--- src/rtl/cdb_arbiter_if.sv ---
// rtl/cdb_arbiter_if.sv - source request/grant and CDB broadcast bundle for cdb_arbiter.
interface cdb_arbiter_if;
    logic        add_req,  mult_req,  ld_req;
    logic [3:0]  add_tag,  mult_tag,  ld_tag;
    logic [1:0]  add_rob,  mult_rob,  ld_rob;
    logic [63:0] add_data, mult_data, ld_data;
    logic        add_gnt,  mult_gnt,  ld_gnt;
    logic        cdb_valid;
    logic [3:0]  cdb_id;
    logic [1:0]  cdb_rob;
    logic [63:0] cdb_data;
    logic        proto_err;

    modport master (
        output add_req, mult_req, ld_req,
        output add_tag, mult_tag, ld_tag,
        output add_rob, mult_rob, ld_rob,
        output add_data, mult_data, ld_data,
        input  add_gnt, mult_gnt, ld_gnt,
        input  cdb_valid, cdb_id, cdb_rob, cdb_data, proto_err
    );

    modport slave (
        input  add_req, mult_req, ld_req,
        input  add_tag, mult_tag, ld_tag,
        input  add_rob, mult_rob, ld_rob,
        input  add_data, mult_data, ld_data,
        output add_gnt, mult_gnt, ld_gnt,
        output cdb_valid, cdb_id, cdb_rob, cdb_data, proto_err
    );
endinterface

--- src/rtl/cdb_arbiter.sv ---
// rtl/cdb_arbiter.sv - three-source common data bus arbiter with protocol checker.
// CDB_RR_EN selects round-robin priority; undefined gives fixed add > mult > ld.
module cdb_arbiter (
    input  logic          clk,
    input  logic          rst,
    cdb_arbiter_if.slave  bus
);
    // Source index: 0 = add, 1 = mult, 2 = ld
    logic [2:0]  req;
    logic [2:0]  legal;
    logic [2:0]  elig;
    logic [2:0]  gnt;
    logic [3:0]  tag  [3];
    logic [1:0]  rob  [3];
    logic [63:0] data [3];

    logic        win_valid;
    logic [1:0]  win;
    logic [1:0]  ptr;
    logic        err_now;

    logic        cdb_valid;
    logic [3:0]  cdb_id;
    logic [1:0]  cdb_rob;
    logic [63:0] cdb_data;
    logic        proto_err;

    logic [2:0]  prev_req;
    logic [2:0]  prev_gnt;
    logic [3:0]  prev_tag  [3];
    logic [1:0]  prev_rob  [3];
    logic [63:0] prev_data [3];

    function automatic logic [1:0] rot(input logic [1:0] base, input int k);
        int t;
        t = int'(base) + k;
        if (t >= 3) t = t - 3;
        return t[1:0];
    endfunction

    always_comb begin
        req     = {bus.ld_req, bus.mult_req, bus.add_req};
        tag[0]  = bus.add_tag;   tag[1]  = bus.mult_tag;   tag[2]  = bus.ld_tag;
        rob[0]  = bus.add_rob;   rob[1]  = bus.mult_rob;   rob[2]  = bus.ld_rob;
        data[0] = bus.add_data;  data[1] = bus.mult_data;  data[2] = bus.ld_data;
    end

    assign legal[0] = (tag[0] >= 4'd1) && (tag[0] <= 4'd3);
    assign legal[1] = (tag[1] >= 4'd4) && (tag[1] <= 4'd5);
    assign legal[2] = (tag[2] >= 4'd6) && (tag[2] <= 4'd8);
    assign elig     = req & legal;

`ifdef CDB_RR_EN
    // Pointer moves to the source after the winner so the winner drops to lowest priority
    always_ff @(posedge clk or posedge rst) begin
        if (rst)
            ptr <= 2'd0;
        else if (win_valid)
            ptr <= rot(win, 1);
    end
`else
    assign ptr = 2'd0;
`endif

    always_comb begin
        win_valid = 1'b0;
        win       = 2'd0;
        for (int k = 0; k < 3; k++) begin
            if (!win_valid && elig[rot(ptr, k)]) begin
                win_valid = 1'b1;
                win       = rot(ptr, k);
            end
        end
    end

    always_comb begin
        gnt = 3'b000;
        if (!rst && win_valid)
            gnt = 3'b001 << win;
    end

    always_ff @(posedge clk or posedge rst) begin
        if (rst) begin
            cdb_valid <= 1'b0;
            cdb_id    <= 4'd0;
            cdb_rob   <= 2'd0;
            cdb_data  <= 64'd0;
        end else if (win_valid) begin
            cdb_valid <= 1'b1;
            cdb_id    <= tag[win];
            cdb_rob   <= rob[win];
            cdb_data  <= data[win];
        end else begin
            cdb_valid <= 1'b0;
            cdb_id    <= 4'd0;
            cdb_rob   <= 2'd0;
            cdb_data  <= 64'd0;
        end
    end

    // An ungranted request must neither withdraw nor alter its payload
    always_comb begin
        err_now = 1'b0;
        for (int i = 0; i < 3; i++) begin
            if (req[i] && !legal[i])
                err_now = 1'b1;
            if (prev_req[i] && !prev_gnt[i]) begin
                if (!req[i])
                    err_now = 1'b1;
                else if ((tag[i] != prev_tag[i]) || (rob[i] != prev_rob[i]) ||
                         (data[i] != prev_data[i]))
                    err_now = 1'b1;
            end
        end
    end

    always_ff @(posedge clk or posedge rst) begin
        if (rst) begin
            proto_err <= 1'b0;
            prev_req  <= 3'b000;
            prev_gnt  <= 3'b000;
            for (int i = 0; i < 3; i++) begin
                prev_tag[i]  <= 4'd0;
                prev_rob[i]  <= 2'd0;
                prev_data[i] <= 64'd0;
            end
        end else begin
            proto_err <= proto_err | err_now;
            prev_req  <= req;
            prev_gnt  <= gnt;
            for (int i = 0; i < 3; i++) begin
                prev_tag[i]  <= tag[i];
                prev_rob[i]  <= rob[i];
                prev_data[i] <= data[i];
            end
        end
    end

    assign bus.add_gnt   = gnt[0];
    assign bus.mult_gnt  = gnt[1];
    assign bus.ld_gnt    = gnt[2];
    assign bus.cdb_valid = cdb_valid;
    assign bus.cdb_id    = cdb_id;
    assign bus.cdb_rob   = cdb_rob;
    assign bus.cdb_data  = cdb_data;
    assign bus.proto_err = proto_err;
endmodule

--- src/flat_wrapper.sv ---
// flat-port wrapper written by rule: the top's interface ports become plain ports
module cdb_arbiter_flat 
  (clk, rst, bus_add_req, bus_mult_req, bus_ld_req, bus_add_tag, bus_mult_tag, bus_ld_tag, bus_add_rob, bus_mult_rob, bus_ld_rob, bus_add_data, bus_mult_data, bus_ld_data, bus_add_gnt, bus_mult_gnt, bus_ld_gnt, bus_cdb_valid, bus_cdb_id, bus_cdb_rob, bus_cdb_data, bus_proto_err);
  cdb_arbiter_if bus_i ();
  input  logic clk;
  input  logic rst;
  input wire logic [$bits(bus_i.add_req)-1:0] bus_add_req;
  input wire logic [$bits(bus_i.mult_req)-1:0] bus_mult_req;
  input wire logic [$bits(bus_i.ld_req)-1:0] bus_ld_req;
  input wire logic [$bits(bus_i.add_tag)-1:0] bus_add_tag;
  input wire logic [$bits(bus_i.mult_tag)-1:0] bus_mult_tag;
  input wire logic [$bits(bus_i.ld_tag)-1:0] bus_ld_tag;
  input wire logic [$bits(bus_i.add_rob)-1:0] bus_add_rob;
  input wire logic [$bits(bus_i.mult_rob)-1:0] bus_mult_rob;
  input wire logic [$bits(bus_i.ld_rob)-1:0] bus_ld_rob;
  input wire logic [$bits(bus_i.add_data)-1:0] bus_add_data;
  input wire logic [$bits(bus_i.mult_data)-1:0] bus_mult_data;
  input wire logic [$bits(bus_i.ld_data)-1:0] bus_ld_data;
  output wire logic [$bits(bus_i.add_gnt)-1:0] bus_add_gnt;
  output wire logic [$bits(bus_i.mult_gnt)-1:0] bus_mult_gnt;
  output wire logic [$bits(bus_i.ld_gnt)-1:0] bus_ld_gnt;
  output wire logic [$bits(bus_i.cdb_valid)-1:0] bus_cdb_valid;
  output wire logic [$bits(bus_i.cdb_id)-1:0] bus_cdb_id;
  output wire logic [$bits(bus_i.cdb_rob)-1:0] bus_cdb_rob;
  output wire logic [$bits(bus_i.cdb_data)-1:0] bus_cdb_data;
  output wire logic [$bits(bus_i.proto_err)-1:0] bus_proto_err;
  assign bus_i.add_req = bus_add_req;
  assign bus_i.mult_req = bus_mult_req;
  assign bus_i.ld_req = bus_ld_req;
  assign bus_i.add_tag = bus_add_tag;
  assign bus_i.mult_tag = bus_mult_tag;
  assign bus_i.ld_tag = bus_ld_tag;
  assign bus_i.add_rob = bus_add_rob;
  assign bus_i.mult_rob = bus_mult_rob;
  assign bus_i.ld_rob = bus_ld_rob;
  assign bus_i.add_data = bus_add_data;
  assign bus_i.mult_data = bus_mult_data;
  assign bus_i.ld_data = bus_ld_data;
  assign bus_add_gnt = bus_i.add_gnt;
  assign bus_mult_gnt = bus_i.mult_gnt;
  assign bus_ld_gnt = bus_i.ld_gnt;
  assign bus_cdb_valid = bus_i.cdb_valid;
  assign bus_cdb_id = bus_i.cdb_id;
  assign bus_cdb_rob = bus_i.cdb_rob;
  assign bus_cdb_data = bus_i.cdb_data;
  assign bus_proto_err = bus_i.proto_err;
  cdb_arbiter u_core (.clk(clk), .rst(rst), .bus(bus_i));
endmodule
--- config.mk ---
export PLATFORM = sky130hd
export DESIGN_NAME = cdb_arbiter_flat
export DESIGN_NICKNAME = d
export VERILOG_FILES = /design/src/rtl/cdb_arbiter_if.sv /design/src/rtl/cdb_arbiter.sv /design/src/flat_wrapper.sv
export SDC_FILE = /design/constraint.sdc
export NUM_CORES = 1
export LEC_CHECK = 0
export ABC_AREA = 1
export ABC_CLOCK_PERIOD_IN_PS = 7650
export BUFFER_PORTS_ARGS = -buffer_cell sky130_fd_sc_hd__buf_2
export CORE_ASPECT_RATIO = 1.1
export CORE_MARGIN = 5
export CORE_UTILIZATION = 49
export CTS_CLUSTER_SIZE = 24
export DETAILED_ROUTE_END_ITERATION = 10
export HOLD_SLACK_MARGIN = 0.05
export PLACE_DENSITY_LB_ADDON = 0.25
export SYNTH_ARGS = -nofsm -noshare
export SYNTH_HDL_FRONTEND = slang
export SYNTH_SLANG_ARGS = --single-unit
--- constraint.sdc ---
create_clock -name clk -period 7.65 [get_ports clk]
set_input_delay 0.3825 -clock clk [delete_from_list [all_inputs] [get_ports clk]]
set_output_delay 0.3825 -clock clk [all_outputs]
set_load 0.01 [all_outputs]
Yosys cells after proc, flatten, opt, wreduce, memory -nomap -nowiden
Cells that the tools add are included.
{"block": "totals", "ff_bits": 288, "inputBits": 215, "out_inout_bits": 75}
{"block": "op_classes", "magnitude_cmp": 7, "n_eq_ne": 9, "shift": 1, "muxes": 31, "bitwise_logic": 3, "n_reduce_logical": 27}
{"cell": "$mux W64", "count": 3}
{"cell": "$ne A64 B64 Y1", "count": 3}
{"cell": "$bmux W64 S2", "count": 1}
{"cell": "$mux W1", "count": 17}
{"cell": "$logic_and A1 B1 Y1", "count": 12}
{"cell": "$mux W4", "count": 3}
{"cell": "$ne A4 B4 Y1", "count": 3}
{"cell": "$logic_not A1 Y1", "count": 9}
{"cell": "$bmux W4 S2", "count": 1}
{"cell": "$ge A4 B3 Y1 const B", "count": 2}
{"cell": "$mux W2", "count": 4}
{"cell": "$logic_or A1 B1 Y1", "count": 6}
{"cell": "$ne A2 B2 Y1", "count": 3}
{"cell": "$bmux W2 S2", "count": 1}
{"cell": "$ge A4 B1 Y1 const B", "count": 1}
{"cell": "$le A4 B2 Y1 const B", "count": 1}
{"cell": "$le A4 B3 Y1 const B", "count": 1}
{"cell": "$le A4 B4 Y1 const B", "count": 1}
{"cell": "$and A3 B3 Y3", "count": 1}
{"cell": "$ge A3 B3 Y1 const B", "count": 1}
{"cell": "$mux W3", "count": 1}
{"cell": "$not A2 Y3", "count": 1}
{"cell": "$shl A1 B2 Y3 const A", "count": 1}
{"cell": "$or A1 B1 Y1", "count": 1}

Depth between registers and ports, before layout
{"block": "depth", "depth_word": 17, "mapped_depth": 13}

Worst setup path after synthesis
OpenSTA, ideal clock, no wires.
{"block": "synth_timing", "kind": "input port to output port", "from": "input bus_add_tag[0]", "to": "output bus_ld_gnt", "t_arrival_ns": 1.332, "slack_ns": 5.936, "cell_stages": 8, "n_path_buf": 1, "path_cell_list": "nor2_2 nor3_4 nand2_4 nand2_4 inv_4 nand3_2 buf_2 nor2_1"}
{"block": "synth_via", "elab_chain_len": 12, "elab_cells_between_ends": 16, "cone_classes": "order compare: 2; shift: 1; mux: 6; bitwise: 1; reduce/logical: 6"}
{"element": "from (decl)", "line": "flat_wrapper.sv:10", "rtl": "input wire logic [$bits(bus_i.add_tag)-1:0] bus_add_tag;"}
{"element": "$ge A4 B1 Y1 or $le A4 B2 Y1 (tied branches)", "line": "cdb_arbiter.sv:48", "rtl": "assign legal[0] = (tag[0] >= 4'd1) && (tag[0] <= 4'd3);"}
{"element": "$logic_and A1 B1 Y1 *", "line": "cdb_arbiter.sv:48"}
{"element": "$and A3 B3 Y3 *", "line": "cdb_arbiter.sv:51", "rtl": "assign elig = req & legal;"}
{"element": "$mux W1 *", "line": "cdb_arbiter.sv:69", "rtl": "if (!win_valid && elig[rot(ptr, k)]) begin"}
{"element": "$logic_not A1 Y1", "line": "cdb_arbiter.sv:69"}
{"element": "$logic_and A1 B1 Y1", "line": "cdb_arbiter.sv:69"}
{"element": "$mux W1", "line": "cdb_arbiter.sv:69"}
{"element": "$logic_not A1 Y1", "line": "cdb_arbiter.sv:69"}
{"element": "$logic_and A1 B1 Y1", "line": "cdb_arbiter.sv:69"}
{"element": "$mux W2 or $mux W1 (tied branches)", "line": "cdb_arbiter.sv:69"}
{"element": "$shl A1 B2 Y3 or $logic_and A1 B1 Y1 (tied branches)", "line": "cdb_arbiter.sv:79, cdb_arbiter.sv:78"}
{"element": "$mux W3 *", "line": "cdb_arbiter.sv:78", "rtl": "if (!rst && win_valid)"}
{"element": "to (decl)", "line": "flat_wrapper.sv:21", "rtl": "output wire logic [$bits(bus_i.ld_gnt)-1:0] bus_ld_gnt;"}
Mark *: on every way between the ends. The rest lies on a longest branch, timed or not.

Worst setup path in the final report
{"block": "layout_timing", "from": "input bus_add_tag[2]", "to": "output bus_ld_gnt"}
Same word-level chain as after synthesis.

==> out/results.ini <==
[run_status]
status=complete, no violations

[logic_synthesis]
syn_area_per_cell_um2=8.36
synth_seq_cells=288
syn_nets=1752
synth_seq_area_share_pct=56.1
syn_inst=1537
mappedNetlistArea_um2=12800
yosysWarningCount=0
synthDistinctLibCells=33

[setup_path]
cp-start-kind=input port
r2r_setup_slack_ns=5.99
cp-endpoint=bus_ld_gnt
worstPathArrival_ns=3.47
cp_slowest_cell=buf_4
crit_type=input port to primary output
worstPathRequired_ns=7.27
crit_buf_inv=5
r2r_cells=11
path_max_fanout=71
path_depth=10
cp-startpoint=bus_add_tag[2]
cp_top_family=buffers and inverters
cp_slowest_stage_delay_ns=0.72
cp-end-kind=primary output
path_cells=dlygate4sd3_1 -> buf_2 -> nor3_4 -> nand2_4 -> nand2_4 -> inv_4 -> nand3_4 -> buf_4 -> nor2_1 -> buf_2
reg2reg_from=u_core.prev_data[136]$_DFF_PP0_
rr_endpoint=u_core.bus.proto_err$_DFF_PP0_

[sta]
tightest_slew_ns=1.05
finalHoldViolCount=0
skew_ns=0.00663
fin_setup_tns_ns=0
relSlewSlack_pct=29.9
min_period_ns=3.85
drv_slew=0
setup_violations=0
max_freq_mhz=259
fin_crit_sh_pct=50.4
grt_setup_unrepaired=no

[clock_network]
post_cts_buffers=0
cts.sinks=288
htree_levels=1
clockBufferDepth=3
worst_skew_pair.late_latency_ns=0.55
numCtsBuffers=31
cts_tree=yes
clock-root-buffer=clkbuf_16
clk_pin_slew_worst_paths_ns=0.06
cts_resized=0

[layout]
area_growth_pct=38.0
drive_gt1_share_pct=18.7
stdcell_area_um2=17700
final_net_count=2257

[die]
core_area_um2=26000
die_h_um=180
dieArea_um2=29600
rows=62
io_pins=290
die_width_um=164
initial_core_util_pct=49.4

[power_and_ir_drop]
power_frac_comb_pct=13.9
peakVddDrop_uv=150
power_frac_seq_pct=44.0
p_switching_mw=0.946
leakage_nw=9.57
pwr-share-clk_pct=42.1
switching_share_pct=25.5
p_int_mw=2.77
p_per_area_nw_per_um2=209

[job]
maxCapViolations=0

[worst_hold_path]
holdCritPathClass=input port to register

[detailed_routing]
drc=0
vias=11900
firstDrtPassIters=6
viasPerCell=4.94
wire_per_inst_um=18.4
drt_iter0_markers=967
postRouteAntennaNets=0
drt-total-wl_um=44400

[global_routing]
grt_antenna_before_repair=2
grt_pass1_vias=12300
gr-total-overflow=0
grt_pass1_wl_um=68300
gr-usage-all-layers_pct=29.8
grt_max_degree=91

[place]
dp_hpwl_um=30300
port_buffers=289
gp_congestion=0.907
place_area_um2=14500

power by group through the flow:
stage | combinational (mW) | sequential (mW) | clock (mW)
final | 0.515 | 1.63 | 1.56
after global routing | 0.572 | 1.64 | 1.64
after CTS | 0.507 | 1.63 | 1.58
after detailed placement | 0.418 | 1.66 | 0
after global placement | 0.411 | 1.66 | 0
after floorplan | 0.221 | 1.66 | 0
synth_stat cells:
library cell    n  area (um2)
buf_4          12        90.1
dfrtp_1       288        7210
o21ai_1        28         140
a21oi_1        75         375
nand4_1         6        37.5
xnor2_1        43         377
nand4_2         1        12.5
o211ai_1        1        7.51
o21ai_2         9        78.8
o21ai_0       105         526
inv_4           1        6.26
buf_2          12        60.1
xor2_1         17         149
nor2_1        161         604
a21oi_2        14         123
nand2_4         3        33.8
nand3_1        17        85.1
nor3_4          1        16.3
nor3_1          4        20.0
o22ai_1         1        6.26
inv_2           1        3.75
nor2_2          1        6.26
buf_8           1        15.0
nand3b_1        1        7.51
or2_2          10        62.6
nand2_1       452        1700
nand3_2         1        10.0
a31oi_1         7        43.8
nand2_8         1        20.0
buf_6           3        33.8
buf_12          1        20.0
clkbuf_1        6        22.5
inv_1         253         950
routing by layer:
layer  GRT usage (%)  routed length, um  vias to the layer above  share of wire [%]
met1            38.8              17400                     5610                 39
li1                -                  -                     5683                  -
met4            9.62               1620                        0                3.7
met2            50.9              22000                      527                 50
met3            4.99               3340                      112                7.5
met5               0                  0                        -                  0
stage by stage:
step / cells / hold WS [ns] / total power [mW] / utilization (%) / setup WS, ns
final: 2417 / 0.0671 / 3.71 / 68.2 / 3.80
after global routing: 2417 / 0.0673 / 3.85 / 68.2 / 3.66
after CTS: 2415 / 0.0576 / 3.71 / 68.2 / 3.80
after detailed placement: 2149 / 0.510 / 2.08 / 56.0 / 4.40
after global placement: 2149 / 0.507 / 2.07 / 56.0 / 4.44
after floorplan: 1537 / 0.414 / 1.88 / - / 3.45
worst reg2reg max path: stages (launching register included):
cell	delay, ns
dfrtp_1	0.37
xor2_1	0.14
nor2_1	0.20
nand2_1	0.09
nor2_1	0.20
nand2_1	0.08
nor2_1	0.14
nand3_1	0.12
nand2_1	0.07
nand2_1	0.04
inv_1	0.05
nand2_1	0.04
sequential cells by signal, indices dropped and copies added, names as in the netlist:
signal                cells
u_core.bus.cdb_rob        2
u_core.bus.cdb_data      64
u_core.bus.cdb_valid      1
u_core.prev_data        192
u_core.bus.proto_err      1
u_core.prev_rob           6
u_core.prev_req           3
u_core.bus.cdb_id         4
u_core.prev_tag          12
u_core.prev_gnt           3
repair_timing:
item	4_1_cts	5_1_grt
hold buffers	212	0
hold endpoints to repair	212	0
setup endpoints to repair	0	0
worst min-delay path by stage:
stage | depth (start not counted) | start | slack [ns] | end
floorplan | 0 | bus_ld_data[0] | 0.41 | u_core.prev_data[0]$_DFF_PP0_
global placement | 1 | bus_mult_data[21] | 0.51 | u_core.prev_data[85]$_DFF_PP0_
detailed placement | 1 | bus_add_data[35] | 0.51 | u_core.prev_data[163]$_DFF_PP0_
CTS | 1 | bus_ld_req | 0.06 | u_core.prev_req[2]$_DFF_PP0_
global route | 1 | bus_ld_req | 0.07 | u_core.prev_req[2]$_DFF_PP0_
finish | 1 | bus_ld_req | 0.07 | u_core.prev_req[2]$_DFF_PP0_
cell usage in the layout (no fill, tap or decap), drive strengths merged, types with 43 or more instances in the layout:
master         n
o21ai        142
clkbuf        47
buf          295
dfrtp        288
nor2         162
nand2        456
dlygate4sd3  212
inv          255
a21oi         89
xnor2         43
cell type report:
class / instances / area (um2)
tap: 352 / 440
clock inverter: 7 / 139
multi-input combinational: 959 / 4450
timing repair buffer: 507 / 3610
sequential: 288 / 7210
clock buffer: 47 / 916
inverter: 255 / 963
fill: 1986 / 8260
antenna: 2 / 5.00
logic make-up after synthesis:
logic type	after synthesis	synth area share, %
compound gates	240	10.1
xor+xnor	60	4.09
buf+inv	290	9.35
flops	288	56.1
simple gates	659	20.3
(Power assumes the default switching activity.)
